$ cat src/rtl/decode_stage_pipe_if.sv
// Decode-stage bus: fetch handshake, write-back port, execute hazard info,
// and the registered decoded-instruction outputs towards execute.
interface decode_stage_pipe_if #(
  parameter int XLEN    = 32,
  parameter int REG_NUM = 32
);
  localparam int RW = $clog2(REG_NUM);

  // fetch side
  logic            i_valid;
  logic            o_ready;
  logic [31:0]     i_inst;
  logic [XLEN-1:0] i_pc;
  // write-back port
  logic            i_wb_en;
  logic [RW-1:0]   i_wb_rd_num;
  logic [XLEN-1:0] i_wb_rd;
  // execute-stage load information
  logic            i_ex_load;
  logic [RW-1:0]   i_ex_rd_num;
  // execute side
  logic            o_valid;
  logic            i_ready;
  logic [XLEN-1:0] pc;
  logic [XLEN-1:0] rs_1;
  logic [XLEN-1:0] rs_2;
  logic [RW-1:0]   rd_num;
  logic [6:0]      opcode;
  logic [2:0]      func_3;
  logic [6:0]      func_7;
  logic [XLEN-1:0] imm;
  logic            b_taken;
  logic [XLEN-1:0] b_pc;

  // environment side: drives fetch, write-back and execute inputs
  modport master (
    output i_valid, i_inst, i_pc, i_wb_en, i_wb_rd_num, i_wb_rd,
           i_ex_load, i_ex_rd_num, i_ready,
    input  o_ready, o_valid, pc, rs_1, rs_2, rd_num, opcode, func_3,
           func_7, imm, b_taken, b_pc
  );

  // decode stage side
  modport slave (
    input  i_valid, i_inst, i_pc, i_wb_en, i_wb_rd_num, i_wb_rd,
           i_ex_load, i_ex_rd_num, i_ready,
    output o_ready, o_valid, pc, rs_1, rs_2, rd_num, opcode, func_3,
           func_7, imm, b_taken, b_pc
  );
endinterface

$ cat src/rtl/decode_stage_pipe.sv
// Registered RISC-V decode stage: register file with write-back bypass,
// load-use stall, sign-extended immediate, valid/ready output register and
// a one-cycle branch/jump redirect that blocks the wrong-path fetch word.
module decode_stage_pipe #(
  parameter int XLEN      = 32,
  parameter int REG_NUM   = 32,
  parameter bit BYPASS_EN = 1'b1
) (
  input  logic               i_clk,
  input  logic               i_rst,
  decode_stage_pipe_if.slave bus
);
  localparam int RW = $clog2(REG_NUM);

  localparam logic [6:0] OP_IMM    = 7'b0010011;
  localparam logic [6:0] OP_LOAD   = 7'b0000011;
  localparam logic [6:0] OP_JALR   = 7'b1100111;
  localparam logic [6:0] OP_STORE  = 7'b0100011;
  localparam logic [6:0] OP_BRANCH = 7'b1100011;
  localparam logic [6:0] OP_LUI    = 7'b0110111;
  localparam logic [6:0] OP_AUIPC  = 7'b0010111;
  localparam logic [6:0] OP_JAL    = 7'b1101111;

  logic [XLEN-1:0] regs [REG_NUM];
  logic [31:0]     inst;
  logic [6:0]      op;
  logic [RW-1:0]   rs1_idx, rs2_idx;
  logic [XLEN-1:0] rs1_val, rs2_val;
  logic [31:0]     imm32;
  logic [XLEN-1:0] imm_ext;
  logic [XLEN-1:0] jalr_sum;
  logic            taken;
  logic [XLEN-1:0] target;
  logic            hazard, ready, accept, transfer;

  logic            valid_reg, b_taken_reg;
  logic [XLEN-1:0] pc_reg, rs1_reg, rs2_reg, imm_reg, b_pc_reg;
  logic [RW-1:0]   rd_reg;
  logic [6:0]      opcode_reg, func7_reg;
  logic [2:0]      func3_reg;

  assign inst = bus.i_inst;
  assign op   = inst[6:0];

  // Two read ports: port 0 takes rs1 (inst[19:15]), port 1 takes rs2 (inst[24:20])
  for (genvar gi = 0; gi < 2; gi++) begin : g_read
    localparam int LSB = (gi == 0) ? 15 : 20;
    logic [RW-1:0]   idx;
    logic [XLEN-1:0] val;
    assign idx = inst[LSB +: RW];
    // x0 reads zero; a same-cycle write-back to the index is forwarded when enabled
    always_comb begin
      if (idx == '0)
        val = '0;
      else if (BYPASS_EN && bus.i_wb_en && (bus.i_wb_rd_num == idx))
        val = bus.i_wb_rd;
      else
        val = regs[idx];
    end
  end

  assign rs1_idx = g_read[0].idx;
  assign rs2_idx = g_read[1].idx;
  assign rs1_val = g_read[0].val;
  assign rs2_val = g_read[1].val;

  // Immediate assembly by format; every format carries inst[31] as its sign bit
  always_comb begin
    imm32 = '0;
    case (op)
      OP_IMM, OP_LOAD, OP_JALR: imm32 = {{20{inst[31]}}, inst[31:20]};
      OP_STORE:                 imm32 = {{20{inst[31]}}, inst[31:25], inst[11:7]};
      OP_BRANCH:                imm32 = {{19{inst[31]}}, inst[31], inst[7], inst[30:25],
                                         inst[11:8], 1'b0};
      OP_LUI, OP_AUIPC:         imm32 = {inst[31:12], 12'b0};
      OP_JAL:                   imm32 = {{11{inst[31]}}, inst[31], inst[19:12], inst[20],
                                         inst[30:21], 1'b0};
      default:                  imm32 = '0;
    endcase
  end

  assign imm_ext  = XLEN'($signed(imm32));
  assign jalr_sum = rs1_val + imm_ext;

  // Branch/jump resolution on the (bypassed) operands; sums wrap at XLEN
  always_comb begin
    taken  = 1'b0;
    target = bus.i_pc + imm_ext;
    case (op)
      OP_JAL:  taken = 1'b1;
      OP_JALR: begin
        taken  = 1'b1;
        target = {jalr_sum[XLEN-1:1], 1'b0};
      end
      OP_BRANCH: begin
        case (inst[14:12])
          3'b000:  taken = (rs1_val == rs2_val);
          3'b001:  taken = (rs1_val != rs2_val);
          3'b100:  taken = ($signed(rs1_val) <  $signed(rs2_val));
          3'b101:  taken = ($signed(rs1_val) >= $signed(rs2_val));
          3'b110:  taken = (rs1_val <  rs2_val);
          3'b111:  taken = (rs1_val >= rs2_val);
          default: taken = 1'b0;
        endcase
      end
      default: taken = 1'b0;
    endcase
  end

  // A load in execute whose destination matches either source field stalls decode.
  // The redirect cycle also refuses input so the wrong-path word is dropped.
  assign hazard   = bus.i_valid & bus.i_ex_load & (bus.i_ex_rd_num != '0) &
                    ((bus.i_ex_rd_num == rs1_idx) | (bus.i_ex_rd_num == rs2_idx));
  assign ready    = (~valid_reg | bus.i_ready) & ~hazard & ~b_taken_reg;
  assign accept   = bus.i_valid & ready;
  assign transfer = valid_reg & bus.i_ready;

  // Register file: x0 is never written, so it stays zero after reset
  always_ff @(posedge i_clk) begin
    if (!i_rst) begin
      for (int i = 0; i < REG_NUM; i++) regs[i] <= '0;
    end else if (bus.i_wb_en && (bus.i_wb_rd_num != '0)) begin
      regs[bus.i_wb_rd_num] <= bus.i_wb_rd;
    end
  end

  // Output pipeline register: load on accept, bubble on transfer, otherwise hold
  always_ff @(posedge i_clk) begin
    if (!i_rst) begin
      valid_reg   <= 1'b0;
      b_taken_reg <= 1'b0;
      pc_reg      <= '0;
      rs1_reg     <= '0;
      rs2_reg     <= '0;
      rd_reg      <= '0;
      opcode_reg  <= '0;
      func3_reg   <= '0;
      func7_reg   <= '0;
      imm_reg     <= '0;
      b_pc_reg    <= '0;
    end else begin
      b_taken_reg <= accept & taken;
      if (accept) begin
        valid_reg  <= 1'b1;
        pc_reg     <= bus.i_pc;
        rs1_reg    <= rs1_val;
        rs2_reg    <= rs2_val;
        rd_reg     <= inst[7 +: RW];
        opcode_reg <= op;
        func3_reg  <= inst[14:12];
        func7_reg  <= inst[31:25];
        imm_reg    <= imm_ext;
        b_pc_reg   <= target;
      end else if (transfer) begin
        valid_reg  <= 1'b0;
      end
    end
  end

  assign bus.o_ready = ready;
  assign bus.o_valid = valid_reg;
  assign bus.pc      = pc_reg;
  assign bus.rs_1    = rs1_reg;
  assign bus.rs_2    = rs2_reg;
  assign bus.rd_num  = rd_reg;
  assign bus.opcode  = opcode_reg;
  assign bus.func_3  = func3_reg;
  assign bus.func_7  = func7_reg;
  assign bus.imm     = imm_reg;
  assign bus.b_taken = b_taken_reg;
  assign bus.b_pc    = b_pc_reg;
endmodule

$ cat src/flat_wrapper.sv
// flat-port wrapper written by rule: the top's interface ports become plain ports
module decode_stage_pipe_flat 
#(
  parameter int XLEN      = 32,
  parameter int REG_NUM   = 32,
  parameter bit BYPASS_EN = 1'b1
)
  (i_clk, i_rst, bus_i_valid, bus_i_inst, bus_i_pc, bus_i_wb_en, bus_i_wb_rd_num, bus_i_wb_rd, bus_i_ex_load, bus_i_ex_rd_num, bus_i_ready, bus_o_ready, bus_o_valid, bus_pc, bus_rs_1, bus_rs_2, bus_rd_num, bus_opcode, bus_func_3, bus_func_7, bus_imm, bus_b_taken, bus_b_pc);
  decode_stage_pipe_if #(.XLEN(XLEN), .REG_NUM(REG_NUM)) bus_i ();
  input  logic i_clk;
  input  logic i_rst;
  input wire logic [$bits(bus_i.i_valid)-1:0] bus_i_valid;
  input wire logic [$bits(bus_i.i_inst)-1:0] bus_i_inst;
  input wire logic [$bits(bus_i.i_pc)-1:0] bus_i_pc;
  input wire logic [$bits(bus_i.i_wb_en)-1:0] bus_i_wb_en;
  input wire logic [$bits(bus_i.i_wb_rd_num)-1:0] bus_i_wb_rd_num;
  input wire logic [$bits(bus_i.i_wb_rd)-1:0] bus_i_wb_rd;
  input wire logic [$bits(bus_i.i_ex_load)-1:0] bus_i_ex_load;
  input wire logic [$bits(bus_i.i_ex_rd_num)-1:0] bus_i_ex_rd_num;
  input wire logic [$bits(bus_i.i_ready)-1:0] bus_i_ready;
  output wire logic [$bits(bus_i.o_ready)-1:0] bus_o_ready;
  output wire logic [$bits(bus_i.o_valid)-1:0] bus_o_valid;
  output wire logic [$bits(bus_i.pc)-1:0] bus_pc;
  output wire logic [$bits(bus_i.rs_1)-1:0] bus_rs_1;
  output wire logic [$bits(bus_i.rs_2)-1:0] bus_rs_2;
  output wire logic [$bits(bus_i.rd_num)-1:0] bus_rd_num;
  output wire logic [$bits(bus_i.opcode)-1:0] bus_opcode;
  output wire logic [$bits(bus_i.func_3)-1:0] bus_func_3;
  output wire logic [$bits(bus_i.func_7)-1:0] bus_func_7;
  output wire logic [$bits(bus_i.imm)-1:0] bus_imm;
  output wire logic [$bits(bus_i.b_taken)-1:0] bus_b_taken;
  output wire logic [$bits(bus_i.b_pc)-1:0] bus_b_pc;
  assign bus_i.i_valid = bus_i_valid;
  assign bus_i.i_inst = bus_i_inst;
  assign bus_i.i_pc = bus_i_pc;
  assign bus_i.i_wb_en = bus_i_wb_en;
  assign bus_i.i_wb_rd_num = bus_i_wb_rd_num;
  assign bus_i.i_wb_rd = bus_i_wb_rd;
  assign bus_i.i_ex_load = bus_i_ex_load;
  assign bus_i.i_ex_rd_num = bus_i_ex_rd_num;
  assign bus_i.i_ready = bus_i_ready;
  assign bus_o_ready = bus_i.o_ready;
  assign bus_o_valid = bus_i.o_valid;
  assign bus_pc = bus_i.pc;
  assign bus_rs_1 = bus_i.rs_1;
  assign bus_rs_2 = bus_i.rs_2;
  assign bus_rd_num = bus_i.rd_num;
  assign bus_opcode = bus_i.opcode;
  assign bus_func_3 = bus_i.func_3;
  assign bus_func_7 = bus_i.func_7;
  assign bus_imm = bus_i.imm;
  assign bus_b_taken = bus_i.b_taken;
  assign bus_b_pc = bus_i.b_pc;
  decode_stage_pipe #(.XLEN(XLEN), .REG_NUM(REG_NUM), .BYPASS_EN(BYPASS_EN)) u_core (.i_clk(i_clk), .i_rst(i_rst), .bus(bus_i));
endmodule
$ cat config.mk
export PLATFORM = sky130hd
export DESIGN_NAME = decode_stage_pipe_flat
export DESIGN_NICKNAME = d
export VERILOG_FILES = /design/src/rtl/decode_stage_pipe_if.sv /design/src/rtl/decode_stage_pipe.sv /design/src/flat_wrapper.sv
export SDC_FILE = /design/constraint.sdc
export NUM_CORES = 2
export LEC_CHECK = 0
export CORE_MARGIN = 2
export CORE_UTILIZATION = 60
export DETAILED_ROUTE_END_ITERATION = 12
export DONT_BUFFER_PORTS = 1
export HOLD_SLACK_MARGIN = 0.06
export PLACE_DENSITY_LB_ADDON = 0.12
export SETUP_SLACK_MARGIN = 0.05
export SLEW_MARGIN = 20
export SYNTH_ARGS = -nofsm -noshare
export SYNTH_HDL_FRONTEND = slang
export SYNTH_SLANG_ARGS = --single-unit
$ cat constraint.sdc
create_clock -name i_clk -period 8.2 [get_ports i_clk]
set_clock_uncertainty 0.15 [all_clocks]
set_input_delay 2.05 -clock i_clk [delete_from_list [all_inputs] [get_ports i_clk]]
set_output_delay 2.05 -clock i_clk [all_outputs]
set_load 0.01 [all_outputs]
After elaboration in Yosys (flattened, before gate mapping) --
Memory sizes are Yosys's and may differ from the RTL's. Index checks and enable logic that the tools add are counted.
Storage, ports and cells: register bits after elaboration 184, RAM bits 1024, memories kept 1
Operators by class: $add $sub $neg 2, order comparisons 4, eq/ne operators 19, multiplexer cells 17, bitwise operators 13, reduce and logical (&&, ||, !) cells 13
Memories:
- u_core.regs | words 32, width 32, rd ports 2, clocked after Yosys merged registers in 0, wr ports 32, RTL line decode_stage_pipe.sv:24 | logic [XLEN-1:0] regs [REG_NUM];
Operator list (number):
- $mux 32 | 6
- $pmux 32 s5 | 1
- $add 32x32->32 | 2
- $ge 32x32->1 | 2
- $lt 32x32->1 | 2
- $eq 32x32->1 | 1
- $ne 32x32->1 | 1
- $reduce_or 32->1 | 1
- $eq 7x7->1 const B | 3
- $eq 5x5->1 | 4
- $eq 7x5->1 const B | 2
- $eq 7x6->1 const B | 2
- $eq 3x3->1 const B | 4
- $logic_not 5->1 | 2
- $reduce_bool 5->1 | 2
- $and 1x1->1 | 8
- $eq 7x2->1 const B | 1
- $mux 1 | 7
- $pmux 1 s6 | 1
- $mux 5 | 1
- $reduce_or 2->1 | 2
- $eq 3x1->1 const B | 1
- $logic_and 1x1->1 | 3
- $logic_not 3->1 | 1
- other kinds (5) | 8

Depth between registers and ports, before layout --
depth in word-level cells 8, mapped depth 22, depth with buffers taken out 19

Worst setup path after synthesis --
OpenSTA, ideal clock, no wires.
path type input to register, start input bus_i_inst[15], end register u_core.b_pc_reg[31] (netlist: u_core.bus.b_pc[31]), setup time 0.123 ns, arrival 6.531 ns, data required time 7.927 ns, slack 1.395 ns, stages 19, cells stage by stage buf_4 -> buf_4 -> buf_2 -> buf_1 -> mux4_2 -> mux4_2 -> mux2i_1 -> a211oi_1 -> ha_1 -> a21o_1 -> a21o_1 -> a21o_1 -> and4_1 -> a2111oi_4 -> o21ai_2 -> a41o_1 -> a21oi_2 -> xnor2_1 -> a21oi_1
On the way: elaborated cells on any way between the ends 17, classes of those cells add/sub: 2; eq/ne: 2; mux: 4; bitwise: 6; reduce/logical: 2; memory: 1
RTL lines:
- start, declared | RTL line flat_wrapper.sv:13 | input wire logic [$bits(bus_i.i_inst)-1:0] bus_i_inst;
- parallel branches: the longest is 3 deep, another holds $mem_v2 32x32
- $mux 32 * | RTL line decode_stage_pipe.sv:53 | if (idx == '0)
- named net u_core.g_read[0].val[4] | RTL line decode_stage_pipe.sv:49 | logic [XLEN-1:0] val;
- $add 32x32->32 * | RTL line decode_stage_pipe.sv:83 | assign jalr_sum = rs1_val + imm_ext;
- $mux 32 * | RTL line decode_stage_pipe.sv:89 | case (op)
- end signal, assigned | RTL line decode_stage_pipe.sv:153 | b_pc_reg <= target;
- end, declared | RTL line decode_stage_pipe.sv:37 | logic [XLEN-1:0] pc_reg, rs1_reg, rs2_reg, imm_reg, b_pc_reg;
Mark *: on every way through the listed nets, which the timed path passes. A chain may end at the register's enable or synchronous reset.

Worst setup path after layout --
start input bus_i_inst[20], end register u_core.b_taken_reg (netlist: u_core.bus.b_taken)
On the way: cells in the longest elaborated chain, start to end 8, elaborated cells on any way between the ends 22, classes of those cells order compare: 4; eq/ne: 4; mux: 4; bitwise: 7; reduce/logical: 2; memory: 1
RTL lines:
- parallel branches: the longest is 7 deep, another holds $mem_v2 32x32
- $and 1x1->1 * | RTL line decode_stage_pipe.sv:142 | b_taken_reg <= accept & taken;
- end signal, assigned | RTL line decode_stage_pipe.sv:142
- end, declared | RTL line decode_stage_pipe.sv:36 | logic valid_reg, b_taken_reg;
Every way passes the cells marked *.

==> flow_metrics.tcl <==
set metrics [dict create \
    synthMuxAreaShare 0.228 \
    ioPinCount 297 \
    crit_path_end_kind "flip-flop" \
    synth_edf_count 1024 \
    holdWs_ns 0.346 \
    period_share 0.861 \
    rr_worst_depth 16 \
    clock_sinks 1208 \
    final_cell_mix "1024 x edfxtp_1, 966 x and2_1, 632 x mux4_2" \
    die_area_um2 112000 \
    yosys_warnings 0 \
    drv_cap 0 \
    r2r_end "u_core.bus.b_pc[30]" \
    synth_ff_type "edfxtp_1" \
    fin_crit_ns 7.06 \
    avgSynthCellArea_um2 13.7 \
    syn_area_um2 65800 \
    total_power_mw 15.0 \
    synthXorXnorAreaFrac 0.00892 \
    regMostFlops "u_core.regs" \
    core_area_um2 109000 \
    grt_overflow_total 0 \
    cts_root_buf "clkbuf_16" \
    yosys.area_share.simple 0.139 \
    ff2ff_setup_slack_ns 2.76 \
    firstDrtPassIters 6 \
    holdBufCountCts 0 \
    hold_path.class "flip-flop to flip-flop" \
    postPlaceCellArea_um2 67200 \
    synth.distinct_cells 76 \
    die_w_um 335 \
    tightest_slew_ns 1.31 \
    cts_tree "yes" \
    path_max_fanout 262 \
    ys_async_sr_fraction 0 \
    fmax_ghz 0.142 \
    vias 44700 \
    synth_fa_ha_area_frac 0.0183 \
    clkTransAtPathRegs_ns 0.07 \
    gp_congestion 1.01 \
    synth_compound_area_frac 0.0534 \
    clock_latency_ns 0.78 \
    ant_nets 0 \
    grt_first_pass_wirelength_mm 317 \
    drive_gt1_frac 0.210 \
    synth_top_family_by_area "multiplexers" \
    layout_commonest_cell "edfxtp_1" \
    hold_path_startpoint "u_core.bus.pc[11]" \
    avgRoutedWirePerCell_um 37.1 \
    crit_path_start_kind "primary input" \
    port_buffers 0 \
    setup_viol 0 \
    r2r_start "u_core.regs[16][2]" \
    rsz0062_at_grt "false" \
    wl_mm 228 \
    total_leakage_power_nw 25.0 \
    largest_reg_flops 1024 \
    critPathCapture "u_core.bus.b_taken" \
    clockBufferDepth 3 \
    place_hpwl_mm 131 \
    antenna_found_initial 18 \
    finalNetCount 4799 \
    cts_setup_buffers 0 \
    viasPerCell 7.29 \
    yosysSeqAreaShare 0.523 \
    cp-startpoint "bus_i_inst[20]" \
    fin_area_um2 71500 \
    critPathKind "primary input to flip-flop" \
    rows 121 \
    synth-seq-cells 1208 \
    area_delta_synth_final_pct 8.70 \
    grt_pass1_vias 43200 \
    hold_viol_final 0 \
    cts_resized 0 \
    required_ns 8.70 \
    route.detailed.drc 0 \
    crit_arrival_ns 7.56 \
    setup_tns_ns 0 \
    drv_slew 0 \
    cts_max_level 4 \
    power_density_nw_per_um2 210 \
    die_h_um 335 \
    status "finished, final reports clean" \
    relSlewSlack 0.129 \
    synthCells 4802 \
    peakVddDrop_v 0.000183 \
    track_usage 0.406 \
    drt_iter0_markers 7240 \
    grt_max_degree 263 \
    cts_buffers 133 \
    initial_utilization 0.604 \
]
-- cell type report --
type	instances	area [um^2]
fill	7796	37300
sequential	1208	34400
multi-input combinational	3136	30200
clock buffer	178	3720
tap	1414	1770
timing repair buffer	88	758
clock inverter	61	482
inverter	25	101
antenna	21	52.6
-- synth_stat cells, types with 22 or more instances --
library cell	instances	area [um^2]
xor2_1	32	280
a211oi_1	38	285
and2_1	967	6050
mux4_2	632	14200
edfxtp_1	1024	30700
buf_2	36	180
inv_1	25	93.8
nor3_1	51	255
o211ai_1	34	255
ha_1	93	1160
dfxtp_1	184	3680
mux2i_1	75	751
buf_1	50	188
clkbuf_1	374	1400
o21ai_0	96	480
nand2b_1	40	250
a21o_1	58	435
nor2_1	135	507
nand3_1	23	115
nand2_1	359	1350
nor2b_1	22	138
a21oi_1	241	1210
xnor2_1	35	307
-- cell families after synthesis --
family,count (synthesis)
buffers and inverters,489
xor gates and xnor gates,67
and+or+nand+nor,1664
DFF,1208
adders and majority gates,95
muxes,709
AOI/OAI and AO/OA,569
other,1
-- worst min-delay path by stage --
stage                               to  slack [ns]  cells past startpoint
detailed placement   u_core.bus.pc[18]        0.34                      2
global route          u_core.bus.pc[5]        0.36                      2
floorplan           u_core.bus.b_pc[0]        0.33                      2
finish               u_core.bus.pc[11]        0.35                      2
CTS                  u_core.bus.pc[18]        0.35                      2
global placement      u_core.bus.pc[8]        0.34                      2
-- per-layer routing --
layer	track usage	share of wire
met1	0.510	0.33
met2	0.626	0.46
met3	0.125	0.14
met4	0.244	0.065
met5	0	0.00030
-- where the power goes --
part	leakage [nW]	switching, mW	total [mW]	internal (mW)
Clock	2.05	2.54	5.90	3.36
Combinational	11.7	1.01	1.90	0.885
Sequential	11.3	0.230	7.24	7.01
Total	25.0	3.79	15.0	11.3
-- worst max-delay path, cell delays in order --
cell	delay (ns)
mux4_2	0.92
mux4_2	0.49
mux2i_1	0.73
nand2_1	0.12
o211ai_1	0.20
ha_1	0.24
nand4_1	0.09
nor4_1	0.92
a21oi_1	0.20
o21bai_1	0.22
o21ai_0	0.13
mux2i_1	0.17
a21oi_1	0.08
a2111oi_0	0.38
-- per-stage QoR --
step | std cells | worst slack, ns | util
final | 6131 | 1.14 | 0.657
after global routing | 6110 | 1.12 | 0.656
after CTS | 6108 | 1.76 | 0.656
after detailed placement | 5869 | 0.984 | 0.617
after global placement | 5868 | 1.02 | 0.617
after floorplan | 4833 | 1.40 | -
Note: power is estimated with default switching activity, not from simulation.
